`src/rtl/uw_insert_rot_if.sv`:
```
// Bundle of the symbol-stream handshake signals between the unique-word
// inserter and its payload source / downstream transmitter.
interface uw_insert_rot_if #(
    parameter int INPUT_SIZE = 8
);
    logic                         start;
    logic [1:0]                   rot;
    logic signed [INPUT_SIZE-1:0] soft_in_0;
    logic signed [INPUT_SIZE-1:0] soft_in_1;
    logic                         valid_in;
    logic                         ready_in;
    logic signed [INPUT_SIZE-1:0] soft_out;
    logic                         valid_out;
    logic                         ready_tx;
    logic                         new_frameset;
    logic                         last_data;
    logic                         busy;

    modport master (
        output start, rot, soft_in_0, soft_in_1, valid_in, ready_tx,
        input  ready_in, soft_out, valid_out, new_frameset, last_data, busy
    );

    modport slave (
        input  start, rot, soft_in_0, soft_in_1, valid_in, ready_tx,
        output ready_in, soft_out, valid_out, new_frameset, last_data, busy
    );
endinterface

```
`src/rtl/uw_insert_rot.sv`:
```
// Prefixes every frame with an 8-symbol unique word and serialises I/Q pairs,
// imposing a selectable 0/90/180/270 degree phase rotation on UW and payload.
module uw_insert_rot #(
    parameter int         INPUT_SIZE     = 8,
    parameter int         BITS_PER_FRAME = 80,
    parameter int         NUM_FRAMES     = 32,
    parameter logic [7:0] UW_WORD        = 8'h27,
    parameter int         SOFT_MAG       = 127
) (
    input  logic            clk,
    input  logic            rst_in,
    uw_insert_rot_if.slave  bus
);
    localparam int SW = $clog2(BITS_PER_FRAME);
    localparam int FW = (NUM_FRAMES > 1) ? $clog2(NUM_FRAMES) : 1;

    localparam logic [SW-1:0] UW_LEN        = SW'(8);
    localparam logic [SW-1:0] SYM_LAST_PAIR = SW'(BITS_PER_FRAME - 2);
    localparam logic [FW-1:0] FRAME_LAST    = FW'(NUM_FRAMES - 1);

    localparam logic signed [INPUT_SIZE-1:0] S_MAX  = {1'b0, {(INPUT_SIZE-1){1'b1}}};
    localparam logic signed [INPUT_SIZE-1:0] S_MIN  = {1'b1, {(INPUT_SIZE-1){1'b0}}};
    localparam logic signed [INPUT_SIZE-1:0] UW_POS = INPUT_SIZE'(SOFT_MAG);
    localparam logic signed [INPUT_SIZE-1:0] UW_NEG = -UW_POS;

    typedef enum logic [1:0] {IDLE, LOAD, SEND_I, SEND_Q} state_t;

    state_t                       state, state_next;
    logic [1:0]                   rot_lat;
    logic [SW-1:0]                sym_cnt;
    logic [FW-1:0]                frame_cnt;
    logic signed [INPUT_SIZE-1:0] q_hold, soft_out_r;
    logic signed [INPUT_SIZE-1:0] raw_i, raw_q, rot_i, rot_q;
    logic                         valid_out_r, new_frameset_r, last_data_r;
    logic                         uw_region, last_pair, take_pair, ready_in_c;
    logic [2:0]                   uw_bit;

    // Two's-complement negation of the most negative code would wrap; clamp it.
    function automatic logic signed [INPUT_SIZE-1:0] neg_sat(input logic signed [INPUT_SIZE-1:0] x);
        return (x == S_MIN) ? S_MAX : -x;
    endfunction

    assign uw_region = (sym_cnt < UW_LEN);
    assign last_pair = (sym_cnt == SYM_LAST_PAIR) && (frame_cnt == FRAME_LAST);
    assign uw_bit    = 3'd7 - sym_cnt[2:0];

    always_comb begin
        raw_i = bus.soft_in_0;
        raw_q = bus.soft_in_1;
        if (uw_region) begin
            raw_i = UW_WORD[uw_bit]        ? UW_POS : UW_NEG;
            raw_q = UW_WORD[uw_bit - 3'd1] ? UW_POS : UW_NEG;
        end
        rot_i = raw_i;
        rot_q = raw_q;
        case (rot_lat)
            2'd1: begin rot_i = neg_sat(raw_q); rot_q = raw_i;          end
            2'd2: begin rot_i = neg_sat(raw_i); rot_q = neg_sat(raw_q); end
            2'd3: begin rot_i = raw_q;          rot_q = neg_sat(raw_i); end
            default: ;
        endcase
    end

    always_comb begin
        state_next = state;
        take_pair  = 1'b0;
        ready_in_c = 1'b0;
        case (state)
            IDLE:   if (bus.start) state_next = LOAD;
            LOAD: begin
                ready_in_c = !uw_region;
                if (uw_region || bus.valid_in) begin
                    take_pair  = 1'b1;
                    state_next = SEND_I;
                end
            end
            SEND_I: if (bus.ready_tx) state_next = SEND_Q;
            SEND_Q: if (bus.ready_tx) state_next = last_pair ? IDLE : LOAD;
            default: state_next = IDLE;
        endcase
    end

    always_ff @(posedge clk) begin
        if (rst_in) state <= IDLE;
        else        state <= state_next;
    end

    always_ff @(posedge clk) begin
        if (rst_in) begin
            rot_lat        <= 2'd0;
            sym_cnt        <= '0;
            frame_cnt      <= '0;
            q_hold         <= '0;
            soft_out_r     <= '0;
            valid_out_r    <= 1'b0;
            new_frameset_r <= 1'b0;
            last_data_r    <= 1'b0;
        end else begin
            case (state)
                IDLE: if (bus.start) begin
                    rot_lat   <= bus.rot;
                    sym_cnt   <= '0;
                    frame_cnt <= '0;
                end
                LOAD: if (take_pair) begin
                    soft_out_r     <= rot_i;
                    q_hold         <= rot_q;
                    valid_out_r    <= 1'b1;
                    new_frameset_r <= (sym_cnt == '0) && (frame_cnt == '0);
                    last_data_r    <= 1'b0;
                end
                SEND_I: if (bus.ready_tx) begin
                    soft_out_r     <= q_hold;
                    new_frameset_r <= 1'b0;
                    last_data_r    <= last_pair;
                end
                SEND_Q: if (bus.ready_tx) begin
                    valid_out_r <= 1'b0;
                    last_data_r <= 1'b0;
                    if (sym_cnt == SYM_LAST_PAIR) begin
                        sym_cnt   <= '0;
                        frame_cnt <= (frame_cnt == FRAME_LAST) ? '0 : frame_cnt + FW'(1);
                    end else begin
                        sym_cnt <= sym_cnt + SW'(2);
                    end
                end
                default: ;
            endcase
        end
    end

    assign bus.ready_in     = ready_in_c;
    assign bus.soft_out     = soft_out_r;
    assign bus.valid_out    = valid_out_r;
    assign bus.new_frameset = new_frameset_r;
    assign bus.last_data    = last_data_r;
    assign bus.busy         = (state != IDLE);
endmodule
```
`src/flat_wrapper.sv`:
```
// flat-port wrapper written by rule: the top's interface ports become plain ports
module uw_insert_rot_flat 
#(
    parameter int         INPUT_SIZE     = 8,
    parameter int         BITS_PER_FRAME = 80,
    parameter int         NUM_FRAMES     = 32,
    parameter logic [7:0] UW_WORD        = 8'h27,
    parameter int         SOFT_MAG       = 127
)
  (clk, rst_in, bus_start, bus_rot, bus_soft_in_0, bus_soft_in_1, bus_valid_in, bus_ready_tx, bus_ready_in, bus_soft_out, bus_valid_out, bus_new_frameset, bus_last_data, bus_busy);
  uw_insert_rot_if #(.INPUT_SIZE(INPUT_SIZE)) bus_i ();
  input  logic clk;
  input  logic rst_in;
  input wire logic [$bits(bus_i.start)-1:0] bus_start;
  input wire logic [$bits(bus_i.rot)-1:0] bus_rot;
  input wire logic [$bits(bus_i.soft_in_0)-1:0] bus_soft_in_0;
  input wire logic [$bits(bus_i.soft_in_1)-1:0] bus_soft_in_1;
  input wire logic [$bits(bus_i.valid_in)-1:0] bus_valid_in;
  input wire logic [$bits(bus_i.ready_tx)-1:0] bus_ready_tx;
  output wire logic [$bits(bus_i.ready_in)-1:0] bus_ready_in;
  output wire logic [$bits(bus_i.soft_out)-1:0] bus_soft_out;
  output wire logic [$bits(bus_i.valid_out)-1:0] bus_valid_out;
  output wire logic [$bits(bus_i.new_frameset)-1:0] bus_new_frameset;
  output wire logic [$bits(bus_i.last_data)-1:0] bus_last_data;
  output wire logic [$bits(bus_i.busy)-1:0] bus_busy;
  assign bus_i.start = bus_start;
  assign bus_i.rot = bus_rot;
  assign bus_i.soft_in_0 = bus_soft_in_0;
  assign bus_i.soft_in_1 = bus_soft_in_1;
  assign bus_i.valid_in = bus_valid_in;
  assign bus_i.ready_tx = bus_ready_tx;
  assign bus_ready_in = bus_i.ready_in;
  assign bus_soft_out = bus_i.soft_out;
  assign bus_valid_out = bus_i.valid_out;
  assign bus_new_frameset = bus_i.new_frameset;
  assign bus_last_data = bus_i.last_data;
  assign bus_busy = bus_i.busy;
  uw_insert_rot #(.INPUT_SIZE(INPUT_SIZE), .BITS_PER_FRAME(BITS_PER_FRAME), .NUM_FRAMES(NUM_FRAMES), .UW_WORD(UW_WORD), .SOFT_MAG(SOFT_MAG)) u_core (.clk(clk), .rst_in(rst_in), .bus(bus_i));
endmodule
```
`config.mk`:
```
export PLATFORM = sky130hd
export DESIGN_NAME = uw_insert_rot_flat
export DESIGN_NICKNAME = d
export VERILOG_FILES = /design/src/rtl/uw_insert_rot_if.sv /design/src/rtl/uw_insert_rot.sv /design/src/flat_wrapper.sv
export SDC_FILE = /design/constraint.sdc
export NUM_CORES = 1
export LEC_CHECK = 0
export BUFFER_PORTS_ARGS = -buffer_cell sky130_fd_sc_hd__buf_2
export CAP_MARGIN = 15
export CORE_MARGIN = 5
export CORE_UTILIZATION = 60
export DETAILED_ROUTE_END_ITERATION = 10
export HOLD_SLACK_MARGIN = 0.15
export PLACE_DENSITY_LB_ADDON = 0.3
export SYNTH_ARGS = -nofsm -noshare
export SYNTH_HDL_FRONTEND = slang
export SYNTH_SLANG_ARGS = --single-unit
```
`constraint.sdc`:
```
create_clock -name clk -period 4.7 [get_ports clk]
set_input_delay 0.94 -clock clk [delete_from_list [all_inputs] [get_ports clk]]
set_output_delay 0.94 -clock clk [all_outputs]
set_load 0.05 [all_outputs]
```
# [Yosys cells after proc, flatten, opt, wreduce, memory -nomap -nowiden]
# Memory sizes are Yosys's and may differ from the RTL's.
# Index checks and enable logic that the tools add are counted.
[word_totals] ff_bits=35 mem_count=2 inputBits=23 romBits=16 elab_cells=95
[memory_table] memory="(no name shown)" depth=8 width=1 rd=1 rd_ports_with_merged_regs=0 wr=0 line_no="uw_insert_rot.sv:52" text="raw_q = UW_WORD[uw_bit - 3'd1] ? UW_POS : UW_NEG;"
[memory_table] memory="(no name shown)" depth=8 width=1 rd=1 rd_ports_with_merged_regs=0 wr=0 line_no="uw_insert_rot.sv:51" text="raw_i = UW_WORD[uw_bit] ? UW_POS : UW_NEG;"
[op_classes] mux=39 eq_ne=16 n_reduce_logical=20 addsub=6 n_lt_le_gt_ge=3
[op_table] op="2-to-1 mux 8 bit" count=8
[op_table] op="case mux 8 bit (3 select lines)" count=2
[op_table] op="2-to-1 mux 7 bit" count=3
[op_table] op="2-to-1 mux 5 bit" count=4
[op_table] op="== test 8 bit (second input constant)" count=2
[op_table] op="negation 8 bit" count=2
[op_table] op="case mux 8 bit (2 select lines)" count=1
[op_table] op="case mux 7 bit (2 select lines)" count=1
[op_table] op="AND reduction 4 bit" count=3
[op_table] op="2-to-1 mux 1 bit" count=11
[op_table] op="case mux 5 bit (2 select lines)" count=1
[op_table] op="AND reduction 3 bit" count=3
[op_table] op="== test 2 bit (second input constant)" count=4
[op_table] op="less-than comparator 3 x 4 -> 1 bit (second input constant)" count=2
[op_table] op="2-to-1 mux 2 bit" count=4
[op_table] op="case mux 2 bit (4 select lines)" count=1
[op_table] op="nonzero test 2 bit" count=4
[op_table] op="adder 7 x 2 -> 7 bit (second input constant)" count=1
[op_table] op="== test 7 bit (second input constant)" count=1
[op_table] op="logical NOT 7 bit" count=1
[op_table] op="less-than comparator 7 x 4 -> 1 bit (second input constant)" count=1
[op_table] op="inequality test 2 x 1 -> 1 bit (second input constant)" count=3
[op_table] op="inequality test 2 bit (second input constant)" count=3
[op_table] op="adder 5 x 1 -> 5 bit (second input constant)" count=1
[op_table] op="13 further kinds" count=17

# [Logic depth before layout (Yosys ltp)]
[logic_depth] ltp_word=11 ltp_mapped=11 depth_no_buf=8

# [Least setup slack after synthesis]
# No wires, ideal clock.
[synth_path] path_kind="input-to-reg" from="in bus_soft_in_1[3]" to="reg u_core.q_hold[7]" arrival_time_ps=2653 path_slack_ps=1973 t_required_ps=4626 path_buffers=1 path_stages=6 setup_ps=74 cell_sequence="or4_1 > buf_2 > nor4_1 > mux2_2 > or3_1 > a31oi_1"
[synth_between] elab_chain_len=4
[synth_lines] item="start: declaration" line_no="flat_wrapper.sv:17" text="input wire logic [$bits(bus_i.soft_in_1)-1:0] bus_soft_in_1;"
[synth_lines] item="2-to-1 mux 8 bit *" line_no="uw_insert_rot.sv:50" text="if (uw_region) begin"
[synth_lines] item="negation 8 bit or == test 8 bit (tied branches)" line_no="uw_insert_rot.sv:40" text="return (x == S_MIN) ? S_MAX : -x;"
[synth_lines] item="2-to-1 mux 8 bit *" line_no="uw_insert_rot.sv:40"
[synth_lines] item="case mux 8 bit (3 select lines) *" line_no="uw_insert_rot.sv:56" text="case (rot_lat)"
[synth_lines] item="end signal: assignment" line_no="uw_insert_rot.sv:107" text="q_hold <= rot_q;"
[synth_lines] item="end: declaration" line_no="uw_insert_rot.sv:32" text="logic signed [INPUT_SIZE-1:0] q_hold, soft_out_r;"
# Every way passes the cells marked *; elsewhere a longest branch is shown, timed or not.
# A chain may end at the register's enable or synchronous reset.

# [Final worst setup path]
[layout_path] from="reg u_core.state[0]" to="reg u_core.soft_out_r[7], in the netlist u_core.bus.soft_out[7]"
[layout_between] elab_chain_len=4
[layout_lines] item="start: declaration" line_no="uw_insert_rot.sv:28" text="state_t state, state_next;"
[layout_lines] item="start signal: assignment" line_no="uw_insert_rot.sv:85" text="else state <= state_next;"
[layout_lines] item="== test 2 x 1 -> 1 bit" line_no="uw_insert_rot.sv:68, uw_insert_rot.sv:99"
[layout_lines] item="2-to-1 mux 1 bit" line_no="uw_insert_rot.sv:68" text="case (state)"
[layout_lines] item="inequality test 2 x 1 -> 1 bit (no line)"
[layout_lines] item="AND reduction 3 bit (no line)"
[layout_lines] item="end signal: assignment" line_no="uw_insert_rot.sv:106" text="soft_out_r <= rot_i;"
[layout_lines] item="end signal: assignment" line_no="uw_insert_rot.sv:113" text="soft_out_r <= q_hold;"
[layout_lines] item="end: declaration" line_no="uw_insert_rot.sv:32"
# Several ways; a longest one is shown, not always the timed one.

==> results.yml <==
status:
  status: "completed"
sta:
  whs_ps: 465
  final_hold_viol_count: 0
  fin_ws_ps: 1730
  max_freq_mhz: 337
  slew_headroom_pct: 40.8
  finClkSkew_ps: 6.10
  worst_slew_pin_slew_ps: 876
  setup_viol: 0
  drv_slew: 0
  rsz0062_at_grt: "no"
  fin_setup_tns_ps: 0
  fin_crit_ps: 2970
  finalCritPeriodShare_pct: 63.2
clocking:
  insertion_delay_ps: 290
  cts_tree: "yes"
  clk_pin_slew_ps: 70
  postCtsHoldBufs: 0
  cts-resized-gates: 0
  post-cts-setup-buffers: 0
  cts_root_buf: "clkbuf_8"
  cts_buffers: 5
  clock_path_buffers: 2
  cts.sink_count: 34
  cts-htree-levels: 2
synth:
  syn_area_um2: 3040
  netlist.area_leader.share_pct: 22.4
  netlist_top_cells_area: "dfxtp_1 (22%), a21oi_1 (5.9%), nand2_1 (4.2%)"
  yosysSeqAreaShare_pct: 22.4
  async_flop_share_pct: 0
  netlist_instances: 394
  synth_top_area_cell: "dfxtp_1"
  yosysWarningCount: 0
  syn_avg_cell_area_um2: 7.71
  synth_seq_cells: 34
  synth.distinct_cells: 73
  yosys_most_used_dff: "dfxtp_1"
  synth-edff-count: 0
  synth.net_count: 426
worst_hold_path:
  holdPathStages: 2
  hold_class: "flip-flop to flip-flop"
  hold_end: "u_core.bus.new_frameset"
  hold_start: "u_core.bus.new_frameset"
setup_path:
  path_class: "flip-flop to flip-flop"
  path_buf_inv: 2
  r2r-end: "u_core.bus.soft_out[7]"
  crit_chain: "inv_1 -> ha_1 -> mux2_2 -> o21ai_0 -> buf_4 -> a2111oi_0 -> nor4_1"
  slowest_delay_ps: 750
  crit_path_end_kind: "flip-flop"
  crit_path_top_delay_cell: "ha_1"
  path_delay_family: "compound AO/OA/AOI/OAI gates"
  r2r_cells: 7
  required_ps: 4850
  rr_startpoint: "u_core.state[0]"
  worstPathMaxFanout: 24
  worstSetupStartpointType: "flip-flop"
  reg2reg_slack_ps: 1730
  crit_arrival_ps: 3120
global_routing:
  use_met1_pct: 39.5
  grt_overflow: 0
  grt_max_degree: 37
  use_met3_pct: 6.65
  first_global_vias: 3025
  busiest_layer: "met2"
  antenna_found_initial: 0
  grt_use_met2_pct: 45.6
  grt_pass1_wl_um: 15000
  grt_usage_pct: 29.1
power_and_ir_drop:
  power_frac_seq_pct: 29.0
  switching_power_mw: 0.702
  pwr-share-comb_pct: 55.8
  p_int_mw: 0.673
  p_clk_share_pct: 15.2
  power.leakage_nw: 1.16
  p_sw_share_pct: 51.0
  power_density_nw_per_um2: 435
  ir_drop_mv: 0.346
  power_mw: 1.38
die:
  core_area_um2: 5010
  start_util_pct: 60.7
  num_rows: 26
  die_w_um: 81.2
  io_pins: 36
  dieArea_um2: 6590
  die_h_um: 81.2
place:
  place.detailed.hpwl_um: 6570
  place.gp.congestion: 0.993
  dp.cells: 468
  preCtsSetupSlack_ps: 1710
  port_buffers: 35
  placed_area_um2: 3080
detailed_routing:
  first_iter_violations: 372
  via_per_inst: 6.87
  antenna_left: 0
  wire_per_inst_um: 19.4
  first_pass_iters: 5
  drc: 0
  wirelength_um: 9220
  routed-via-count: 3263
layout:
  final_common_cell: "a21oi_1"
  final_cells: 475
  final_cell_mix: "a21oi_1 (36), buf_2 (35), nand2_1 (34), dfxtp_1 (34), nor2_1 (29)"
  nets: 437
  drive_gt1_share_pct: 15.8
  antennaDiodeCount: 0
  final_util_pct: 63.1
  area_growth_pct: 4.08
  final_area_um2: 3160
run:
  drv_cap: 0
tightest hold or removal path, cell delays in order, from the launching register on:
cell and delay [ps]:
dfxtp_1 320, nand2_1 50, a21oi_1 50
power by group through the flow:
stage	logic (mW)	clock network, mW	registers [mW]
final	0.767	0.210	0.399
after global routing	0.823	0.223	0.406
after CTS	0.752	0.213	0.397
after detailed placement	0.748	0	0.403
after global placement	0.736	0	0.403
after floorplan	0.478	0	0.494
how the worst max path moves through the flow:
stage | startpoint | endpoint | slack (ps) | cells past startpoint
after floorplan | bus_soft_in_1[3] | u_core.q_hold[7] | 1970 | 6
after global placement | bus_soft_in_1[3] | u_core.q_hold[7] | 1720 | 6
after detailed placement | bus_soft_in_1[3] | u_core.q_hold[7] | 1710 | 6
after CTS | u_core.state[0] | u_core.bus.soft_out[7] | 1810 | 7
after global routing | u_core.state[0] | u_core.bus.soft_out[7] | 1650 | 7
final | u_core.state[0] | u_core.bus.soft_out[7] | 1730 | 7
flip-flops by register name, summed over array words and instances (netlist names):
register	cells
u_core.bus.last_data	1
u_core.bus.new_frameset	1
u_core.bus.soft_out	8
u_core.bus.valid_out	1
u_core.frame_cnt	5
u_core.q_hold	8
u_core.rot_lat	2
u_core.state	2
u_core.sym_cnt	6
final cells by class:
cell class / instances / area (um2)
clock buffer: 5 / 68.8
clock inverter: 2 / 10.0
fill: 518 / 1850
inverter: 13 / 48.8
multi-input combinational: 312 / 2060
sequential: 34 / 681
tap: 70 / 87.6
timing repair buffer: 39 / 205
routing by layer:
metal	up-vias	part of all wire, %	routed length, um
li1	1525	-	-
met1	1495	43	3930
met2	204	43	4000
met3	39	11	975
met4	0	3.4	313
met5	-	0	0
cells in the mapped netlist (4+ instances only):
master     number
a2111oi_0       4
a211oi_1        7
a21oi_1        36
a221oi_1        4
a31oi_1         6
and3_1          8
buf_2           4
buf_6           7
clkbuf_1       14
clkbuf_8        4
dfxtp_1        34
ha_1            9
inv_1          13
mux2i_1         8
nand2_1        34
nand2b_1        6
nand3_1        11
nand4_1         4
nor2_1         29
nor3_1         14
nor4_1          8
o211ai_1        7
o21ai_0        22
o31ai_1         7
o41ai_1         5
or3_1           4
or4_1           4
cell families (layout without fill, tap and decap cells):
logic type,after synthesis,after routing,share of synthesized area (%)
AOI/OAI and AO/OA,137,137,31.1
xor gates and xnor gates,6,6,1.73
adders and majority gates,9,9,3.71
buffers and inverters,48,59,9.76
DFF,34,34,22.4
muxes,12,12,4.49
and+or+nand+nor,148,148,26.8
(Power assumes the default switching activity.)
